$ cat config.mk
export PLATFORM = sky130hd
export DESIGN_NAME = carry_chain_accumulator
export DESIGN_NICKNAME = d
export VERILOG_FILES = /design/src/rtl/carry_chain_pkg.sv /design/src/rtl/carry_chain_n.sv /design/src/rtl/carry_chain_accumulator.sv
export SDC_FILE = /design/constraint.sdc
export NUM_CORES = 1
export LEC_CHECK = 0
export ABC_CLOCK_PERIOD_IN_PS = 3300
export BUFFER_PORTS_ARGS = -buffer_cell sky130_fd_sc_hd__buf_4
export CORE_MARGIN = 1.5
export CORE_UTILIZATION = 46
export DETAILED_ROUTE_END_ITERATION = 7
export PLACE_DENSITY = 0.67
export RECOVER_POWER = 25
export SLEW_MARGIN = 0
export SYNTH_ARGS = -nofsm -noshare
export SYNTH_HDL_FRONTEND = slang
export SYNTH_SLANG_ARGS = --single-unit
$ cat constraint.sdc
create_clock -name C -period 3.3 [get_ports C]
set_input_delay 0.165 -clock C [delete_from_list [all_inputs] [get_ports C]]
set_output_delay 0.165 -clock C [all_outputs]
set_load 0.01 [all_outputs]
$ cat src/rtl/carry_chain_pkg.sv
// Shared definitions for the carry-chain accumulator slice.
//   SAT_WRAP / SAT_CLAMP : values for the accumulator SAT parameter.
//   op_e                 : decoded per-cycle operation of the accumulator.
//   carry_ovf()          : unsigned overflow/underflow event from the
//                          operation direction and the chain carry-out.
package carry_chain_pkg;

  localparam int SAT_WRAP  = 0;
  localparam int SAT_CLAMP = 1;

  typedef enum logic [1:0] {
    OP_HOLD = 2'd0,
    OP_LOAD = 2'd1,
    OP_ADD  = 2'd2,
    OP_SUB  = 2'd3
  } op_e;

  // Add overflows when the carry leaves the top bit; subtract underflows
  // when it does not (carry-out of a subtract means "no borrow").
  function automatic logic carry_ovf(input logic sub, input logic co);
    return sub ? ~co : co;
  endfunction

endpackage

$ cat src/rtl/carry_chain_n.sv
// Combinational WIDTH-bit carry mux chain, one mux plus XOR per bit.
// Ports:
//   A   : first operand; also the generate input of each carry mux
//   B   : second operand (already inverted by the caller for subtract)
//   CI  : chain carry-in
//   SUM : A + B + CI, low WIDTH bits
//   CO  : carry out of the most significant bit
module carry_chain_n #(
  parameter int WIDTH = 8
) (
  input  logic [WIDTH-1:0] A,
  input  logic [WIDTH-1:0] B,
  input  logic             CI,
  output logic [WIDTH-1:0] SUM,
  output logic             CO
);

  logic [WIDTH:0]   carry;
  logic [WIDTH-1:0] prop;

  assign carry[0] = CI;

  for (genvar i = 0; i < WIDTH; i++) begin : g_bit
    // Propagate selects the incoming carry; otherwise A[i] (== B[i])
    // is both bits' value and therefore the generated carry.
    assign prop[i]    = A[i] ^ B[i];
    assign carry[i+1] = prop[i] ? carry[i] : A[i];
    assign SUM[i]     = prop[i] ^ carry[i];
  end

  assign CO = carry[WIDTH];

endmodule

$ cat src/rtl/carry_chain_accumulator.sv
// Registered accumulator stage behind a carry mux chain.
// Ports:
//   C     : clock, rising edge
//   RST_N : asynchronous active-low reset
//   CE    : clock enable; stage acts only when high
//   LD    : load D into Q (wins over arithmetic)
//   SUB   : 0 = Q + D, 1 = Q - D
//   D     : operand / load value
//   Q     : accumulator value
//   CO    : registered chain carry-out (subtract: 1 = no borrow)
//   OVF   : sticky unsigned overflow/underflow, cleared by reset or load
//   VALID : high for the cycle after each enabled edge
// Parameters:
//   WIDTH : data width (>= 2)
//   SAT   : SAT_WRAP wraps on overflow, SAT_CLAMP clamps unsigned
module carry_chain_accumulator
  import carry_chain_pkg::*;
#(
  parameter int WIDTH = 8,
  parameter int SAT   = SAT_WRAP
) (
  input  logic             C,
  input  logic             RST_N,
  input  logic             CE,
  input  logic             LD,
  input  logic             SUB,
  input  logic [WIDTH-1:0] D,
  output logic [WIDTH-1:0] Q,
  output logic             CO,
  output logic             OVF,
  output logic             VALID
);

  op_e              op;
  logic [WIDTH-1:0] chain_b;
  logic [WIDTH-1:0] chain_sum;
  logic             chain_co;
  logic             ovf_event;

  logic [WIDTH-1:0] q_next;
  logic             co_next;
  logic             ovf_next;

  // Subtract is Q + ~D + 1: invert the operand and feed SUB as carry-in.
  assign chain_b = SUB ? ~D : D;

  carry_chain_n #(
    .WIDTH (WIDTH)
  ) u_chain (
    .A   (Q),
    .B   (chain_b),
    .CI  (SUB),
    .SUM (chain_sum),
    .CO  (chain_co)
  );

  assign ovf_event = carry_ovf(SUB, chain_co);

  always_comb begin
    op = OP_HOLD;
    if (CE) begin
      if (LD)       op = OP_LOAD;
      else if (SUB) op = OP_SUB;
      else          op = OP_ADD;
    end
  end

  always_comb begin
    q_next   = Q;
    co_next  = CO;
    ovf_next = OVF;
    unique case (op)
      OP_HOLD: ;
      OP_LOAD: begin
        q_next   = D;
        co_next  = 1'b0;
        ovf_next = 1'b0;
      end
      OP_ADD, OP_SUB: begin
        q_next   = chain_sum;
        co_next  = chain_co;
        ovf_next = OVF | ovf_event;
        if (SAT == SAT_CLAMP && ovf_event) begin
          q_next = (op == OP_ADD) ? '1 : '0;
        end
      end
      default: ;
    endcase
  end

  always_ff @(posedge C or negedge RST_N) begin
    if (!RST_N) begin
      Q     <= '0;
      CO    <= 1'b0;
      OVF   <= 1'b0;
      VALID <= 1'b0;
    end else begin
      Q     <= q_next;
      CO    <= co_next;
      OVF   <= ovf_next;
      VALID <= CE;
    end
  end

endmodule

==> results of run 1 <==
[path summary, 6_finish.rpt]
| check | from | endpoint | slack (ns) | cells after the start |
|---|---|---|---|---|
| setup / recovery | Q[0] | Q[6] | 0.23 | 11 |
| max in group asynchronous | RST_N | Q[1] | 2.39 | 2 |
| hold reg to reg | CO | CO | 0.50 | 1 |
| min in group asynchronous | RST_N | Q[7] | 0.46 | 2 |
| setup reg to reg | Q[0] | Q[6] | 0.23 | 11 |
| hold / removal | D[6] | Q[6] | 0.17 | 2 |
[through the flow]
step | area, µm² | total power [W] | hold WS [ns] | utilization | worst slack (ns)
final | 1660 | 0.000764 | 0.173 | 0.543 | 0.230
after floorplan | 1480 | 0.000549 | -0.131 | - | 0.390
after global routing | 1660 | 0.000825 | 0.186 | 0.543 | 0.0543
after detailed placement | 1630 | 0.000671 | 0.0103 | 0.534 | 0.208
after CTS | 1670 | 0.000767 | 0.120 | 0.545 | 0.185
after global placement | 1630 | 0.000658 | 0.00789 | 0.534 | 0.283
[layer usage]
metal / vias to the layer above / GRT usage / wire length (µm)
met2: 31 / 0.337 / 1680
met3: 4 / 0.00649 / 126
li1: 778 / - / -
met1: 711 / 0.304 / 1700
met5: - / 0 / 0
met4: 0 / 0.0730 / 42
[sequential cells by signal, summed over array words and instances, names as in the netlist]
signal and cells:
Q 8, CO 1, OVF 1, VALID 1
[cells in the mapped netlist (all sizes together) (2+ instances only)]
cell / n / area share
o22ai: 4 / 0.017
mux2: 3 / 0.025
or3: 4 / 0.017
or2: 2 / 0.0085
maj3: 10 / 0.073
nand2: 19 / 0.048
nor3b: 2 / 0.010
clkbuf: 10 / 0.026
nand2b: 7 / 0.030
and2: 3 / 0.013
o32ai: 2 / 0.012
o21a: 4 / 0.020
o2bb2ai: 2 / 0.012
nand3: 3 / 0.010
a31oi: 6 / 0.025
a21oi: 16 / 0.054
nor2b: 4 / 0.017
nor2: 14 / 0.037
a211o: 3 / 0.018
or4: 2 / 0.010
xnor2: 3 / 0.018
nor3: 5 / 0.017
a211oi: 4 / 0.024
inv: 12 / 0.030
o21ai: 16 / 0.057
buf: 9 / 0.041
dfrtp: 11 / 0.19
o211ai: 3 / 0.015
nand3b: 2 / 0.010
nor4: 3 / 0.013
[report_power, final]
group	internal (W)	switching, W	leakage, nW	total (W)
Clock	0.0000467	0.0000456	0.0150	0.0000922
Sequential	0.000168	0.0000668	0.132	0.000235
Combinational	0.000215	0.000222	0.511	0.000437
[what timing repair did]
action	4_1_cts	5_1_grt
hold endpoints to repair	11	0
hold buffers	1	0
resized for setup	0	1
endpoints found under the setup margin	0	2
setup buffers	0	0
[cells by family after synthesis]
| kind of cell | count (synthesis) | synth area share |
|---|---|---|
| AO/OA/AOI/OAI | 74 | 0.340 |
| AND/OR/NAND/NOR | 71 | 0.245 |
| buffers and inverters | 32 | 0.0999 |
| flip-flops | 11 | 0.186 |
| adder cells (fa/ha/maj) | 10 | 0.0728 |
| XOR/XNOR | 4 | 0.0237 |
| multiplexers | 4 | 0.0322 |
[final cells by class]
cell class | instances | area share
well taps | 44 | 0.0332
clock buffers | 4 | 0.0158
multi-input cells | 163 | 0.636
inverters | 13 | 0.0294
flip-flops and latches | 11 | 0.167
repair buffers | 27 | 0.119
==> metrics.txt, run 1 <==
Top Ports=24; clk buf depth=2; RSZ-0062 raised after global routing=false; pwr dens=461 nW/µm²; Final Wtd Congestion=0.813; Least-Margin Pin Slew=0.643 ns; Crit. End Element=flop; YS warnings=0; Synth Cell Area=1480 µm²; commonest cells after routing, fill and taps aside=buf_4 (24), nand2_1 (19), a21oi_1 (16); Fillers=305; Sequential Area=277 µm²; CP max stage cell=dfrtp_1; asr flop ratio synth=1.00; Yosys cell types=58; Nets=232; Die W=59.7 µm; Slew HR=0.571; critical path class=reg -> reg; total wire length=3550 µm; Achievable Freq=326 MHz; worst-path fanout max=8; total negative slack=0 ns; most common cell after layout, fill and taps aside=buf_4; syn avg cell area=7.17 µm²; first-pass GRT wire length=5900 µm; Ant. Diodes=0; Hold Vio Cnt, Final=0; crit-path leading delay family=compound AO/OA/AOI/OAI gates; P_leak=0.658 nW; area of the multi-input gates=1050 µm²; CTS tree=done; register area share after synthesis=0.186; Num CTS Buffers=3; Final HPWL DP=2640 µm; outcome=completed; GRT Util Overall=0.211; Clk pin slew, worst setup/hold paths=0.07 ns; drt wl/cell=13.5 µm; Initial DRT Pass Iterations=4; Cell Count, Final, Fillers Out=262; total global routing overflow=0; DRC violations left=0; Die ar.=3560 µm²; 1st-iter DRT viols=91; Std-Cell Rows=20; Placed Cells=257; net count after synthesis=219; Most Frequent Cell on Critical Path=maj3_2; Die Y=59.7 µm; #FFs+latches synth=11; Critical Path, Cell by Cell=nand2b_1, a21oi_1, a211oi_2, maj3_2, o2bb2ai_1, a211o_1, maj3_2, mux2_4, mux2i_1, o32ai_1, a21o_1; delay of the slowest critical-path stage=0.45 ns; via/cell ratio=5.82; CP bufs+invs=0; Sink Count=11; number of synthesized flops with an enable pin=0; pin count of the biggest net entering global routing=20; port buffer count=23; final setup vio count=0; initial antenna violation count=0; total number of vias=1524; Syn-to-layout area delta=12.3%; critical path data required time=3.46 ns; Max-cap violations=0; layout cells sized above 1=0.193; HP Class=in -> reg; starting density of the core=0.484; clk_lat worst skew=0.26 ns; CORE AREA=3050 µm²; H-Tree Depth=1; Tmin final=3.07 ns; Final ANT Viol Nets=0; Top FF cell, synth=dfrtp_1; Root Driver=clkbuf_4; Max VDD drop=0.000241 V; Worst EP arrival=3.22 ns; Post-Route Skew=0.000445 ns; Slew Viols, Final=0; crit start category=flop; vias in the first global route=1353; Tcrit/Tclk final=0.930; Post-Syn Instances=206
Power figures use the tool's default switching activity.
==> inputs of run 2 (changes only) <==
CORE_UTILIZATION = 45   (was 46)
PLACE_DENSITY = 0.66   (was 0.67)
SLEW_MARGIN = 20   (was 0)
==> run 2 against run 1 <==
Compared with the run above: clock power increased by 9.5%; die area increased by 2.1%; highest routed layer unchanged; worst hold slack worse by 0.033 ns; via count increased by 1.8%; design area about the same; worst setup slack improved by 0.0048 ns; count of clock-buffer cells in the layout is 1 lower; critical endpoint unchanged.
==> metrics.txt, run 2 (synthesis gave the netlist of run 1 again) <==
Largest Register=Q; most common cell after layout, fill and taps aside=buf_4; Achievable Freq=326 MHz (+0.16%); Max VDD drop=0.000212 V (-12%); Max-cap violations=0 (unchanged); GRT Util Overall=0.226 (+0.0158); layout cells sized above 1=0.197 (+0.00459); clk_lat worst skew=0.28 ns (+0.02 ns); Nets=232 (unchanged); Num CTS Buffers=3 (unchanged); Critical Path, Cell by Cell=nand2b_1, a21oi_1, a211oi_2, maj3_2, o2bb2ai_1, a211o_1, maj3_2, mux2_4, mux2i_1, o32ai_1, a21o_1; CP max stage cell=dfrtp_1; Root Driver=clkbuf_4; Hold Vio Cnt, Final=0 (unchanged); outcome=completed; final setup vio count=0 (unchanged); HP Class=in -> reg; H-Tree Depth=1 (unchanged); Final Wtd Congestion=0.846 (+4.0%); via/cell ratio=5.92 (+1.8%); Post-Route Skew=0.00248 ns (+0.00203 ns); Die Y=60.3 µm (+1.1%); vias in the first global route=1391 (+2.8%); Slew Viols, Final=0 (unchanged); total number of vias=1552 (+1.8%); total global routing overflow=0 (unchanged); CP bufs+invs=0 (unchanged); max reg flops=8 (unchanged); Most Frequent Cell on Critical Path=maj3_2; P_leak=0.661 nW (+0.41%); delay of the slowest critical-path stage=0.46 ns (about the same); critical path class=reg -> reg; Sink Count=11 (unchanged); critical path data required time=3.48 ns (+0.02 ns); CORE AREA=3080 µm² (+0.82%); worst-path fanout max=8 (unchanged); commonest cells after routing, fill and taps aside=buf_4 (24), nand2_1 (19), a21oi_1 (16); WHS=0.140 ns (-0.0333 ns); Initial DRT Pass Iterations=4 (unchanged); Std-Cell Rows=20 (unchanged); port buffer count=23 (unchanged); Slew HR=0.539 (-0.0319); Syn-to-layout area delta=12.4% (about the same); setup bufs post-CTS=0 (unchanged); crit start category=flop; pwr dens=465 nW/µm² (+1.0%); Ant. Diodes=0 (unchanged); DRC violations left=0 (unchanged); Final ANT Viol Nets=0 (unchanged); Worst EP arrival=3.25 ns (+0.03 ns); Top Ports=24 (unchanged); fin util=0.539 (-0.00401); clk buf depth=2 (unchanged); pin count of the biggest net entering global routing=20 (unchanged); Least-Margin Pin Slew=0.691 ns (+0.0478 ns); Clk pin slew, worst setup/hold paths=0.08 ns (about the same); first-pass GRT wire length=6260 µm (+6.1%); Crit. End Element=flop; Die ar.=3640 µm² (+2.1%); Final HPWL DP=2720 µm (+3.1%); drt wl/cell=14.5 µm (+7.4%); initial antenna violation count=0 (unchanged); RSZ-0062 raised after global routing=false; starting density of the core=0.480 (-0.00394); crit-path leading delay family=compound AO/OA/AOI/OAI gates; total wire length=3810 µm (+7.4%); 1st-iter DRT viols=70 (-23%); CTS tree=done; Tmin final=3.06 ns (-0.00479 ns); Tcrit/Tclk final=0.929 (-0.00145); Die W=60.3 µm (+1.1%); total negative slack=0 ns (unchanged)
## run 2: cell types whose count changed in the layout (fill, tap and decap cells not counted)
cell	previous run	this run
clkbuf_1	3	2
clkinv_2	0	1
## run 2: path summary, 6_finish.rpt
path | from | to | slack, ns | cells after the start
setup / recovery | Q[0] | Q[6] | 0.24 | 11
hold / removal | D[6] | Q[6] | 0.14 | 2
setup reg to reg | Q[0] | Q[6] | 0.24 | 11
hold reg to reg | CO | CO | 0.51 | 1
max in group asynchronous | RST_N | Q[1] | 2.39 | 2
min in group asynchronous | RST_N | Q[2] | 0.43 | 2
## run 2: timing repair
item                                    4_1_cts  5_1_grt
endpoints found under the hold margin        11        0
gates resized for setup                       0        1
hold buffers                                  1        0
endpoints found under the setup margin        0        2
## run 2: routing by layer
layer | vias to the layer above | share of wire | global-route usage
met5 | - | 0 | 0
met4 | 0 | 0.0039 | 0.0476
met3 | 2 | 0.041 | 0.0455
met2 | 30 | 0.49 | 0.365
met1 | 735 | 0.47 | 0.313
li1 | 785 | - | -
## run 2: through the flow
step / setup slack, ns / power (W) / std cells / cell area, µm²
after floorplan: 0.390 / 0.000549 / 206 / 1480
after global placement: 0.283 / 0.000657 / 257 / 1630
after detailed placement: 0.198 / 0.000671 / 257 / 1630
after CTS: 0.172 / 0.000780 / 262 / 1670
after global routing: 0.0294 / 0.000835 / 262 / 1660
final: 0.235 / 0.000773 / 262 / 1660
## run 2: final cells by class
cell class | instances | area (µm²)
repair buffers | 27 | 198
clock inverters | 1 | 5.00
multi-input cells | 163 | 1050
inverters | 13 | 48.8
clock buffers | 3 | 22.5
flip-flops and latches | 11 | 277
well taps | 44 | 55.1
fillers | 310 | 1420
## run 2: power by group
part / internal, W / switching (W)
clock: 0.0000450 / 0.0000562
combinational: 0.000215 / 0.000224
sequential: 0.000168 / 0.0000645
